File: config.mk
export PLATFORM = sky130hd
export DESIGN_NAME = uart_receiver
export DESIGN_NICKNAME = d
export VERILOG_FILES = /design/src/rtl/uart_receiver.sv
export SDC_FILE = /design/constraint.sdc
export NUM_CORES = 1
export LEC_CHECK = 0
export ABC_AREA = 0
export CAP_MARGIN = 10
export CORE_MARGIN = 3
export CORE_UTILIZATION = 30
export CTS_CLUSTER_SIZE = 8
export DETAILED_ROUTE_END_ITERATION = 8
export GPL_ROUTABILITY_DRIVEN = 1
export PLACE_DENSITY_LB_ADDON = 0.12
export SYNTH_ARGS = -nofsm -noshare
export SYNTH_HDL_FRONTEND = slang
export SYNTH_SLANG_ARGS = --single-unit
File: constraint.sdc
create_clock -name clk50M -period 3.8 [get_ports clk50M]
set_input_delay 0.38 -clock clk50M [delete_from_list [all_inputs] [get_ports clk50M]]
set_output_delay 0.38 -clock clk50M [all_outputs]
set_load 0.01 [all_outputs]
File: src/rtl/uart_receiver.sv
// 8N1 UART receiver: synchronizer, mid-bit sampling FSM and a one-deep
// holding register with acknowledge, framing-error and overrun reporting.
module uart_receiver #(
    parameter int CLK_FREQ = 50000000,
    parameter int BAUD     = 115200
) (
    input  logic       clk50M,
    input  logic       rst,
    input  logic       com_RxD,
    input  logic       data_ack,
    output logic [7:0] data,
    output logic       data_ready,
    output logic       frame_err,
    output logic       overrun,
    output logic       busy
);

    localparam int BIT_CYCLES = CLK_FREQ / BAUD;
    localparam int HALF       = BIT_CYCLES / 2;
    localparam int CW         = (BIT_CYCLES > 2) ? $clog2(BIT_CYCLES) : 1;

    localparam logic [CW-1:0] CNT_HALF = CW'(HALF - 1);
    localparam logic [CW-1:0] CNT_LAST = CW'(BIT_CYCLES - 1);

    typedef enum logic [1:0] {
        IDLE,
        START,
        DATA,
        STOP
    } state_e;

    logic          sync1_q;
    logic          rx_s_q;
    logic          rx_p_q;
    logic [2:0]    vld_q;
    logic          fall;

    state_e        state_q, state_d;
    logic [CW-1:0] cnt_q, cnt_d;
    logic [2:0]    idx_q, idx_d;
    logic [7:0]    shift_q, shift_d;
    logic          done;
    logic          ferr_d;

    logic [7:0]    data_q;
    logic          rdy_q;
    logic          ferr_q;
    logic          ovr_q;

    // vld_q marks when each sync stage holds a real line sample rather than
    // its reset value, so a line held low through reset is not seen as an edge.
    always_ff @(posedge clk50M) begin
        if (rst) begin
            sync1_q <= 1'b1;
            rx_s_q  <= 1'b1;
            rx_p_q  <= 1'b1;
            vld_q   <= 3'b000;
        end else begin
            sync1_q <= com_RxD;
            rx_s_q  <= sync1_q;
            rx_p_q  <= rx_s_q;
            vld_q   <= {vld_q[1:0], 1'b1};
        end
    end

    assign fall = vld_q[2] & rx_p_q & ~rx_s_q;

    always_ff @(posedge clk50M) begin
        if (rst) begin
            state_q <= IDLE;
            cnt_q   <= '0;
            idx_q   <= '0;
            shift_q <= '0;
        end else begin
            state_q <= state_d;
            cnt_q   <= cnt_d;
            idx_q   <= idx_d;
            shift_q <= shift_d;
        end
    end

    always_comb begin
        state_d = state_q;
        cnt_d   = cnt_q;
        idx_d   = idx_q;
        shift_d = shift_q;
        done    = 1'b0;
        ferr_d  = 1'b0;
        unique case (state_q)
            IDLE: begin
                cnt_d = '0;
                if (fall) begin
                    state_d = START;
                end
            end
            START: begin
                if (cnt_q == CNT_HALF) begin
                    cnt_d   = '0;
                    idx_d   = '0;
                    state_d = rx_s_q ? IDLE : DATA;
                end else begin
                    cnt_d = cnt_q + CW'(1);
                end
            end
            DATA: begin
                if (cnt_q == CNT_LAST) begin
                    cnt_d          = '0;
                    shift_d[idx_q] = rx_s_q;
                    if (idx_q == 3'd7) begin
                        state_d = STOP;
                    end else begin
                        idx_d = idx_q + 3'd1;
                    end
                end else begin
                    cnt_d = cnt_q + CW'(1);
                end
            end
            STOP: begin
                if (cnt_q == CNT_LAST) begin
                    cnt_d   = '0;
                    state_d = IDLE;
                    done    = rx_s_q;
                    ferr_d  = ~rx_s_q;
                end else begin
                    cnt_d = cnt_q + CW'(1);
                end
            end
            default: begin
                state_d = IDLE;
                cnt_d   = '0;
            end
        endcase
    end

    // An ack in the completion cycle frees the holding register for the new byte.
    always_ff @(posedge clk50M) begin
        if (rst) begin
            data_q <= 8'h00;
            rdy_q  <= 1'b0;
            ferr_q <= 1'b0;
            ovr_q  <= 1'b0;
        end else begin
            ferr_q <= ferr_d;
            ovr_q  <= done & rdy_q & ~data_ack;
            if (done && (!rdy_q || data_ack)) begin
                data_q <= shift_q;
                rdy_q  <= 1'b1;
            end else if (data_ack) begin
                rdy_q <= 1'b0;
            end
        end
    end

    assign data       = data_q;
    assign data_ready = rdy_q;
    assign frame_err  = ferr_q;
    assign overrun    = ovr_q;
    assign busy       = (state_q != IDLE);

endmodule

# Word level (Yosys, flattened, before mapping)
# Index checks and enable logic that the tools add are counted.
# totals
register_bits,39
# classes
add_sub_neg,2
n_lt_le_gt_ge,2
eq_ne,12
muxes,22
bitwise,8
reduce_logical,13
# ops
operator,n
9-bit one-hot mux with 3 select lines,1
9-bit two-way mux,2
2-bit two-way mux,6
2-bit inequality test (second input constant),6
9-bit by 1-bit adder with 9-bit output (second input constant),1
9-bit by 8-bit equality test with 1-bit output (second input constant),1
9-bit equality test (second input constant),1
3-bit two-way mux,3
8-bit bitwise mux,1
2-bit one-hot mux with 4 select lines,1
1-bit two-way mux,6
3-bit one-hot mux with 2 select lines,1
2-bit nonzero test,3
5-bit AND reduction,1
1-bit AND,4
2-bit equality test (second input constant),2
3-bit by 4-bit less-than comparator with 1-bit output (second input constant),1
1-bit inverter,4
4-bit AND reduction,1
3-bit by 1-bit adder with 3-bit output (second input constant),1
1-bit demux with 3-bit select,1
3-bit equality test (second input constant),1
3-bit by 1-bit greater-or-equal comparator with 1-bit output (second input constant),1
3-bit OR reduction,1
other kinds (7),8

# Longest topological paths before layout
# Gate-level depths: netlist of run 1.
# depth
ltp_word,5
depth_mapped,8
ltp_nobuf,6

# Worst setup path after synthesis of run 1
# Ideal clock, no wire load.
# synth_timing
path_kind,flip-flop to flip-flop
from,reg idx_q[0]
to,reg idx_q[0]
setup_time_ns,0.071
arrival_time_ns,1.640
setup_slack_ns,2.089
stages_incl_launch_ff,7
period_less_slack_ns,1.711
cell_sequence,dfxtp_1 ha_1 ha_1 nor3b_2 nand3_4 or4b_1 a21oi_1
# synth_via
elab_chain_len,4
elab_cells_between_ends,7
# synth_rtl
item,line_no,rtl
start: declaration,40,"logic [2:0] idx_q, idx_d;"
start signal: assignment,77,idx_q <= idx_d;
3-bit by 1-bit adder with 3-bit output,112,idx_d = idx_q + 3'd1;
3-bit two-way mux,109,if (idx_q == 3'd7) begin
3-bit two-way mux,106,if (cnt_q == CNT_LAST) begin
3-bit one-hot mux with 2 select lines,89,unique case (state_q)
# Parallel ways exist; a longest one is shown, timed or not. The select of a mux whose other input is x is not followed.
# A chain may end at the register's enable or synchronous reset.

==> results of run 1 <==
[sequential cells by signal (all words and copies together), names as in the netlist, named ones only]
| signal | count |
|---|---|
| sync1_q | 1 |
| idx_q | 3 |
| data_ready | 1 |
| rx_p_q | 1 |
| frame_err | 1 |
| vld_q | 3 |
| shift_q | 8 |
| data | 8 |
| state_q | 1 |
| overrun | 1 |
| rx_s_q | 1 |
| cnt_q | 9 |
[cell usage after synthesis, types with 2 or more instances]
library cell,n,area [sq um]
sky130_fd_sc_hd__nand2_1,8,30.0
sky130_fd_sc_hd__nor2b_1,3,18.8
sky130_fd_sc_hd__a21oi_1,11,55.1
sky130_fd_sc_hd__xor2_1,2,17.5
sky130_fd_sc_hd__buf_4,3,22.5
sky130_fd_sc_hd__nand4_1,8,50.1
sky130_fd_sc_hd__nand4b_1,4,35.0
sky130_fd_sc_hd__and3_1,3,18.8
sky130_fd_sc_hd__nor4b_1,3,26.3
sky130_fd_sc_hd__ha_1,5,62.6
sky130_fd_sc_hd__clkbuf_1,7,26.3
sky130_fd_sc_hd__nor3_1,2,10.0
sky130_fd_sc_hd__dfxtp_1,39,781
sky130_fd_sc_hd__or2_2,4,25.0
sky130_fd_sc_hd__or3_1,2,12.5
sky130_fd_sc_hd__inv_1,6,22.5
sky130_fd_sc_hd__xnor2_1,5,43.8
sky130_fd_sc_hd__nand2b_1,2,12.5
sky130_fd_sc_hd__nand3_1,13,65.1
sky130_fd_sc_hd__nor4bb_1,2,20.0
sky130_fd_sc_hd__o21ai_0,8,40.0
sky130_fd_sc_hd__a41o_1,2,20.0
sky130_fd_sc_hd__nor4_1,2,12.5
sky130_fd_sc_hd__nor2_1,21,78.8
sky130_fd_sc_hd__mux2i_1,8,80.1
[power groups by stage]
| stage | clock (W) | sequential [W] | combinational, W |
|---|---|---|---|
| 5_1_grt | 0.000297 | 0.000415 | 0.0000142 |
| 2_1_floorplan | 0 | 0.000422 | 0.00000907 |
| 3_5_place_dp | 0 | 0.000424 | 0.0000132 |
| 4_1_cts | 0.000285 | 0.000414 | 0.0000133 |
| 3_3_place_gp | 0 | 0.000424 | 0.0000128 |
| 6_report | 0.000274 | 0.000414 | 0.0000130 |
[per-layer routing]
| layer | GRT usage (%) | vias up | wire [um] |
|---|---|---|---|
| met5 | 0 | - | 0 |
| met4 | 4.74 | 0 | 60 |
| met3 | 4.01 | 6 | 159 |
| met2 | 18.8 | 30 | 1710 |
| met1 | 14.0 | 652 | 1610 |
| li1 | - | 692 | - |
[layout by cell type, fill, tap and decap left out, types with 2 or more instances in the layout]
cell,count
sky130_fd_sc_hd__ha_1,5
sky130_fd_sc_hd__nand4b_1,4
sky130_fd_sc_hd__clkdlybuf4s50_1,15
sky130_fd_sc_hd__clkbuf_8,6
sky130_fd_sc_hd__or2_2,4
sky130_fd_sc_hd__a41o_1,2
sky130_fd_sc_hd__xnor2_1,5
sky130_fd_sc_hd__inv_1,6
sky130_fd_sc_hd__nand2b_1,2
sky130_fd_sc_hd__nor4_1,2
sky130_fd_sc_hd__or3_1,2
sky130_fd_sc_hd__nand2_1,8
sky130_fd_sc_hd__a21oi_1,11
sky130_fd_sc_hd__nand4_1,8
sky130_fd_sc_hd__and3_1,3
sky130_fd_sc_hd__dfxtp_1,39
sky130_fd_sc_hd__nor4bb_1,2
sky130_fd_sc_hd__nand3_1,13
sky130_fd_sc_hd__nor4b_1,3
sky130_fd_sc_hd__nor2b_1,3
sky130_fd_sc_hd__o21ai_0,8
sky130_fd_sc_hd__xor2_1,2
sky130_fd_sc_hd__nor2_1,21
sky130_fd_sc_hd__nor3_1,2
sky130_fd_sc_hd__mux2i_1,8
[metrics by stage]
step	hold slack, ps	std cells	util, %	area (sq um)	setup slack, ps
5_1_grt	421	272	36.2	2030	1600
6_report	413	272	36.2	2030	1690
3_5_place_dp	398	265	34.6	1940	1790
2_1_floorplan	389	189	-	1760	2090
3_3_place_gp	393	265	34.6	1940	1840
4_1_cts	416	272	36.2	2030	1700
[worst paths after layout]
| kind | start | endpoint | slack (ps) |
|---|---|---|---|
| max | register | busy | 1690 |
| min | sync1_q | rx_s_q | 410 |
| max reg2reg | register | idx_q[0] | 1920 |
| min reg2reg | sync1_q | rx_s_q | 410 |
[worst register-to-register path: stages (launching register included)]
cell and delay, ps:
sky130_fd_sc_hd__dfxtp_1 710, sky130_fd_sc_hd__nor3b_2 340, sky130_fd_sc_hd__nand3_4 130, sky130_fd_sc_hd__or4b_1 490, sky130_fd_sc_hd__a21oi_1 150
[layout make-up]
type | count | area [sq um]
multi-input combinational | 132 | 892
tap | 72 | 90.1
sequential | 39 | 781
timing repair buffer | 16 | 158
inverter | 6 | 22.5
clock buffer | 6 | 82.6
clock inverter | 1 | 5.00
fill | 606 | 3580
[cell families after synthesis]
kind of cell	Yosys count	synth area share, %
and+or+nand+nor	87	30.3
DFF	39	44.3
AOI/OAI and AO/OA	25	8.81
buffers and inverters	18	4.97
muxes	8	4.55
xor gates and xnor gates	7	3.48
adders and majority gates	5	3.55
==> results.md, run 1 <==
Outcome:
- The run finished with clean final reports.

Power:
- The net switching fraction of the power is between 20% and 30%.
- The overall power of the completed layout is between 0.0007 and 0.0008 W.
- The clock network fraction of total power is approximately two fifths.
- The net load switching power is 0.000141 W.
- The power density over cell area is 345 nW/um^2.
- For this design the static power due to leakage is just under 0.7 nW.
- Of the total power, registers draw between 50% and 60%.
- The internal portion of the total power is roughly 0.00056 W.
- The maximum VDD drop is 0.164 mV.
- In this run, the combinational gates consume between 1.5 and 2% of the power.

GRT:
- The wire length of the first global-routing pass is ~6000 um.
- Entering global routing, the biggest net connects 29 pins.
- The number of antenna violations at the first check in global routing came to 0.
- The total global-route track usage is between 10 and 15%.
- The number of global-route vias before repair was between 1000 and 1500.
- The global route total overflow is 0.

Floorplanning:
- For this configuration, the core starts out at a cell density of between 30% and 40%.
- The die footprint is 6820 sq um.
- Pin placement for this block handled 16 I/O pins.
- From left edge to right edge, the die measures between 80 and 90 um.
- The total number of placement rows is 27.
- The standard cell core area is 5610 sq um.
- The height of the die is 82.6 um.

Clocking:
- The number of cells upsized or downsized after cts is 0.
- TritonCTS built the clock tree.
- The buffers inserted during post-CTS setup optimization is 0.
- The clock drives 39 sinks.
- The clock insertion delay at the later pin of the skew report is 290 ps.
- The cell sitting at the root of the clock tree is a sky130_fd_sc_hd__clkbuf_8.
- The deepest level of the CTS H-tree is 2.
- The clock-pin slew on the worst setup and hold paths is around 70 ps.
- In this run, CTS created clock tree buffers numbering 5.
- The number of buffers added to fix hold violations after cts is 0.
- In this run the deepest clock path goes through 2 buffers.

Synthesis:
- The synthesized netlist contains slightly above 40 unique library cells.
- The post-synthesis instance total is between 150 and 200.
- Counting flops with a built-in enable in the synthesized netlist gives 0.
- The Yosys step of the flow raised 0 warnings.
- Summing the sequential cell areas from Yosys gives between 40% and 50% of the chip area.
- The synthesized area per cell is approximately 9.3 sq um.
- Of all flip-flops after synthesis, the portion carrying an async set or reset was 0%.
- The most instantiated flip-flop cell in the synthesis netlist is sky130_fd_sc_hd__dfxtp_1.
- The number of flip-flops and latches in the synthesized netlist is 39.
- The post-synthesis instance area is 1760 sq um.
- The total nets after synthesis is ~200.

Routing:
- The number of nets still failing antenna checks after routing is 0.
- The total DRC errors in the routed layout is 0.
- Dividing the detail-routed via count by the number of cells gives between 5 and 6.
- The vias after detailed routing is roughly 1400.
- In the final routed layout, each cell accounts on average for 13.0 um.
- Before antenna repair, the detailed router went through 4 iterations.
- The final layout contains routed wiring with a total length of 3540 um.
- For this block, the initial DRC count from the detailed router was 57.

Timing:
- Setup repair after global routing left no endpoint under its margin.
- The timing-limited maximum frequency is 475 MHz.
- The number of endpoints with negative hold slack in the final report came to 0.
- The worst-case headroom to the max-slew limit is roughly three fifths.
- Subtracting the final worst setup slack from the clock period gives about 2100 ps.
- The worst clock skew is roughly 5.6 ps.
- The part of the cycle the worst path needs is between 50% and 60%.
- The pin slew with the least headroom to its limit is 599 ps.
- The total count of max-transition violations in the final report is 0.
- The number of setup violations in the final report is 0.
- The total negative slack for setup checks is 0 ps.

Setup path:
- Traced cell by cell, the critical path runs through or2_2 -> clkdlybuf4s50_1.
- The worst setup path is captured at an output pin.
- At the worst endpoint, the arrival time is between 1500 and 2000 ps.
- The number of cells on the worst reg-to-reg path is 4.
- The critical-path cell with the highest stage delay is sky130_fd_sc_hd__dfxtp_1.
- The maximum net fanout on the critical path is 18.
- The top cell family by delay on the critical path is flip-flops.
- The number of stages on the worst setup path is 2.
- The setup path with the least slack is of type reg2out.
- The count of buffering cells on the critical path with inverters included is 1.
- The largest single stage delay on the critical path is roughly 700 ps.
- The worst setup path is launched from a register.
- At the worst endpoint, the required time is roughly 3400 ps.

Placement:
- The weighted congestion at the end of routability-driven global placement is 0.760.
- The HPWL after detailed placement is roughly 2500 um.
- The number of buffers added on ports is 15.

Cells and area:
- Compared with the post-synthesis result, the final layout area differs by 15.4%.
- The diode insertion count for antenna repair is 0.
- The share of layout cells above drive strength 1 is approximately 9.0%.
- The final-stage net count is ~210.

Hold path:
- The depth of the worst hold-timing path is 1.
- The worst hold path belongs to the class reg2reg.

Job:
- Max-cap violations in this run came to 0.
Note: power is estimated with default switching activity, not from simulation.
==> inputs of run 2 (changes only) <==
==> constraint.sdc (replaced) <==
create_clock -name clk50M -period 2.1 [get_ports clk50M]
set_input_delay 0.21 -clock clk50M [delete_from_list [all_inputs] [get_ports clk50M]]
set_output_delay 0.21 -clock clk50M [all_outputs]
set_load 0.01 [all_outputs]
==> run 2 against run 1 <==
Compared with the run above: cell count increased by 1.1%; register-to-register slack got worse by 1700 ps; total power increased by 81%; critical endpoint is now idx_q[0]; largest cell class unchanged.
==> results.md, run 2 (synthesis results as in run 1) <==
GRT:
- The wire length of the first global-routing pass is 6220 um (was 5980 um).
- The maximum number of pins on one net before global-route repair was 26 (was 29).
- The busiest layer in global routing is met2 (unchanged).
- The met1 capacity usage during global routing is 14.7% (was 14.0%).
- The number of global-route vias before repair is 1303 (was 1325).
- The global route total overflow came to 0 (unchanged).
- The met2 demand-to-capacity share in global routing is 20.3% (was 18.8%).
- The met3 track demand over resource in global routing is 2.93% (was 4.01%).
- The total global-route track usage came to 12.0% (was 11.6%).
- The number of antenna violations at the first check in global routing is 0 (unchanged).

Clocking:
- The TritonCTS clock tree was yes (unchanged).
- The buffers inserted during post-CTS setup optimization is 0 (unchanged).
- The number of buffers added to fix hold violations after cts is 0 (unchanged).
- The clock-pin slew on the worst setup and hold paths is 80 ps (was 70 ps).
- The number of cells upsized or downsized after cts is 0 (unchanged).
- The clock insertion delay at the later pin of the skew report is 290 ps (about the same).
- The count of clock tree sinks is 39 (unchanged).
- The buffer cell driving the clock tree root is sky130_fd_sc_hd__clkbuf_8 (unchanged).
- The deepest clock path buffer count was 2 (unchanged).
- The deepest level of the CTS H-tree is 2 (unchanged).
- The TritonCTS buffer count is 5 (unchanged).

Routing:
- The number of DRC markers in iteration 0 came to 56 (was 57).
- The mean number of vias per cell came to 4.96 (was 5.07).
- The number of nets still failing antenna checks after routing is 0 (unchanged).
- The total DRC errors in the routed layout came to 0 (unchanged).
- The routed length per instance was 13.3 um (was 13.0 um).
- The vias after detailed routing is 1363 (was 1380).
- The first-pass detailed-route iteration total is 4 (unchanged).
- The total wirelength of the detailed-routed design is 3650 um (was 3540 um).

Setup path:
- The startpoint type of the worst setup path is a register (unchanged).
- The reg-to-reg critical path endpoint is idx_q[0] (unchanged).
- The cell repeated most along the worst path is sky130_fd_sc_hd__ha_1.
- The top cell family by delay on the critical path was simple AND/OR/NAND/NOR gates (was flip-flops).
- The number of stages on the worst setup path is 6 (was 2).
- The setup slack on the worst flop-to-flop path is 250 ps (was 1920 ps).
- The count of buffering cells on the critical path with inverters included was 0 (was 1).
- The endpoint type of the worst setup path is a register (was output pin).
- The maximum net fanout on the critical path is 7 (was 18).
- The category of the critical setup timing path is reg2reg (was reg2out).
- The worst register-to-register path begins at idx_q[0].
- The critical-path cell with the highest stage delay is sky130_fd_sc_hd__or4b_1 (was sky130_fd_sc_hd__dfxtp_1).
- The stage delay of the slowest cell on the critical path is 490 ps (was 710 ps).
- Series of cell instances along the critical path: ha_1 -> ha_1 -> nor3b_2 -> nand3_4 -> or4b_1 -> a21oi_1 (was or2_2 -> clkdlybuf4s50_1).
- The data required time at the worst endpoint is 2330 ps (was 3420 ps).
- The count of cells along the worst register-to-register path is 6 (was 4).
- The data arrival time of the critical path was 2070 ps (was 1730 ps).

Timing:
- The number of setup violations in the final report is 0 (unchanged).
- After layout, the minimum clock period comes to 1850 ps.
- The total negative slack for setup checks came to 0 ps (unchanged).
- The total count of max-transition violations in the final report came to 0 (unchanged).
- The number of endpoints with negative hold slack in the final report is 0 (unchanged).
- Unrepaired setup endpoints after global routing: false (unchanged).
- The pin slew with the least headroom to its limit came to 470 ps (was 599 ps).
- The worst clock skew was 8.06 ps (was 5.59 ps).
- The timing-limited maximum frequency is about 540 MHz.
- The worst-case headroom to the max-slew limit was 68.6% (was 60.0%).
- The part of the cycle the worst path needs is between 80 and 90%.

Cells and area:
- The diode insertion count for antenna repair is 0 (unchanged).
- The number of flip-flops in the largest register is 9 (unchanged).
- The share of layout cells above drive strength 1 is 9.85% (was 9.00%).
- The relative area change from synthesis to final layout is 16.1% (was 15.4%).
- The most common cell after layout, fill and taps aside is sky130_fd_sc_hd__dfxtp_1 (unchanged).
- The post-layout utilization of the core is 36.4% (was 36.2%).
- Most used cells in the layout excluding fill and tap cells: sky130_fd_sc_hd__dfxtp_1, sky130_fd_sc_hd__nor2_1, sky130_fd_sc_hd__clkdlybuf4s50_1 (unchanged).
- The final-stage net count was 211 (was 209).
- The register containing the most flip-flops in the final layout is cnt_q (unchanged).

Floorplanning:
- The standard cell core area came to 5610 sq um (unchanged).
- The floorplan die width is 82.6 um (unchanged).
- The total number of placement rows was 27 (unchanged).
- The height of the die was 82.6 um (unchanged).
- The die footprint was 6820 sq um (unchanged).
- The I/O pin count was 16 (unchanged).
- The starting density of the core is 31.4% (unchanged).

Placement:
- The weighted congestion at the end of routability-driven global placement was 0.784 (was 0.760).
- The HPWL after detailed placement is 2680 um (was 2530 um).
- The number of buffers added on ports is 15 (unchanged).

Hold path:
- The depth of the worst hold-timing path is 1 (unchanged).
- The hold path startpoint is sync1_q (unchanged).
- The endpoint with the worst hold slack is rx_s_q (unchanged).
- The path type of the worst min-delay path is reg2reg (unchanged).

Power:
- The power density over cell area came to 621 nW/um^2 (was 345 nW/um^2).
- The static leakage is 0.696 nW (was 0.691 nW).
- The maximum VDD drop is 0.256 mV (was 0.164 mV).

Job:
- The reported max-cap violation count came to 0 (unchanged).

Outcome:
- Run status: finished clean (unchanged).
## run 2: changes by cell type in the layout (fill, tap and decap cells not counted)
cell / before / now
sky130_fd_sc_hd__clkbuf_8: 6 / 5
sky130_fd_sc_hd__clkinvlp_4: 0 / 1
sky130_fd_sc_hd__buf_4: 1 / 3
sky130_fd_sc_hd__clkbuf_1: 0 / 1
## run 2: worst max-delay path by stage
stage,to,start
after floorplan,idx_q[0],idx_q[0]
after global placement,idx_q[0],idx_q[0]
after detailed placement,idx_q[0],idx_q[0]
after CTS,idx_q[0],idx_q[0]
after global routing,data[2],cnt_q[5]
final,idx_q[0],idx_q[0]
## run 2: per-stage QoR
step | instance area (sq um) | std cells | worst slack [ps] | hold WS (ps) | total power, W
5_1_grt | 2040 | 275 | 56.3 | 451 | 0.00132
4_1_cts | 2040 | 275 | 236 | 419 | 0.00129
3_3_place_gp | 1960 | 267 | 273 | 392 | 0.000790
2_1_floorplan | 1760 | 189 | 389 | 314 | 0.000780
3_5_place_dp | 1960 | 267 | 256 | 399 | 0.000791
6_report | 2040 | 275 | 251 | 414 | 0.00127
## run 2: worst register-to-register path, delay by kind of cell, from the launching register on
kind	cells	cell delay [ps]
AO/OA/AOI/OAI	1	140
flip-flops	1	370
AND/OR/NAND/NOR	3	850
adder cells (fa/ha/maj)	2	430
## run 2: layout make-up
type	instances	area (sq um)
timing repair buffer	18	173
inverter	6	22.5
fill	597	3560
clock buffer	6	72.6
clock inverter	2	12.5
multi-input combinational	132	892
tap	72	90.1
sequential	39	781
## run 2: report_power, final
part	leakage, nW	switching (W)	internal, W	total [W]
registers	0.315	0.00000487	0.000744	0.000749
logic	0.339	0.0000132	0.0000109	0.0000241
clock network	0.0412	0.000263	0.000232	0.000496
## run 2: layer usage
metal / wire length, um / up-vias
met5: 0 / -
met4: 48 / 0
met3: 111 / 5
met2: 1740 / 15
met1: 1750 / 641
li1: - / 702
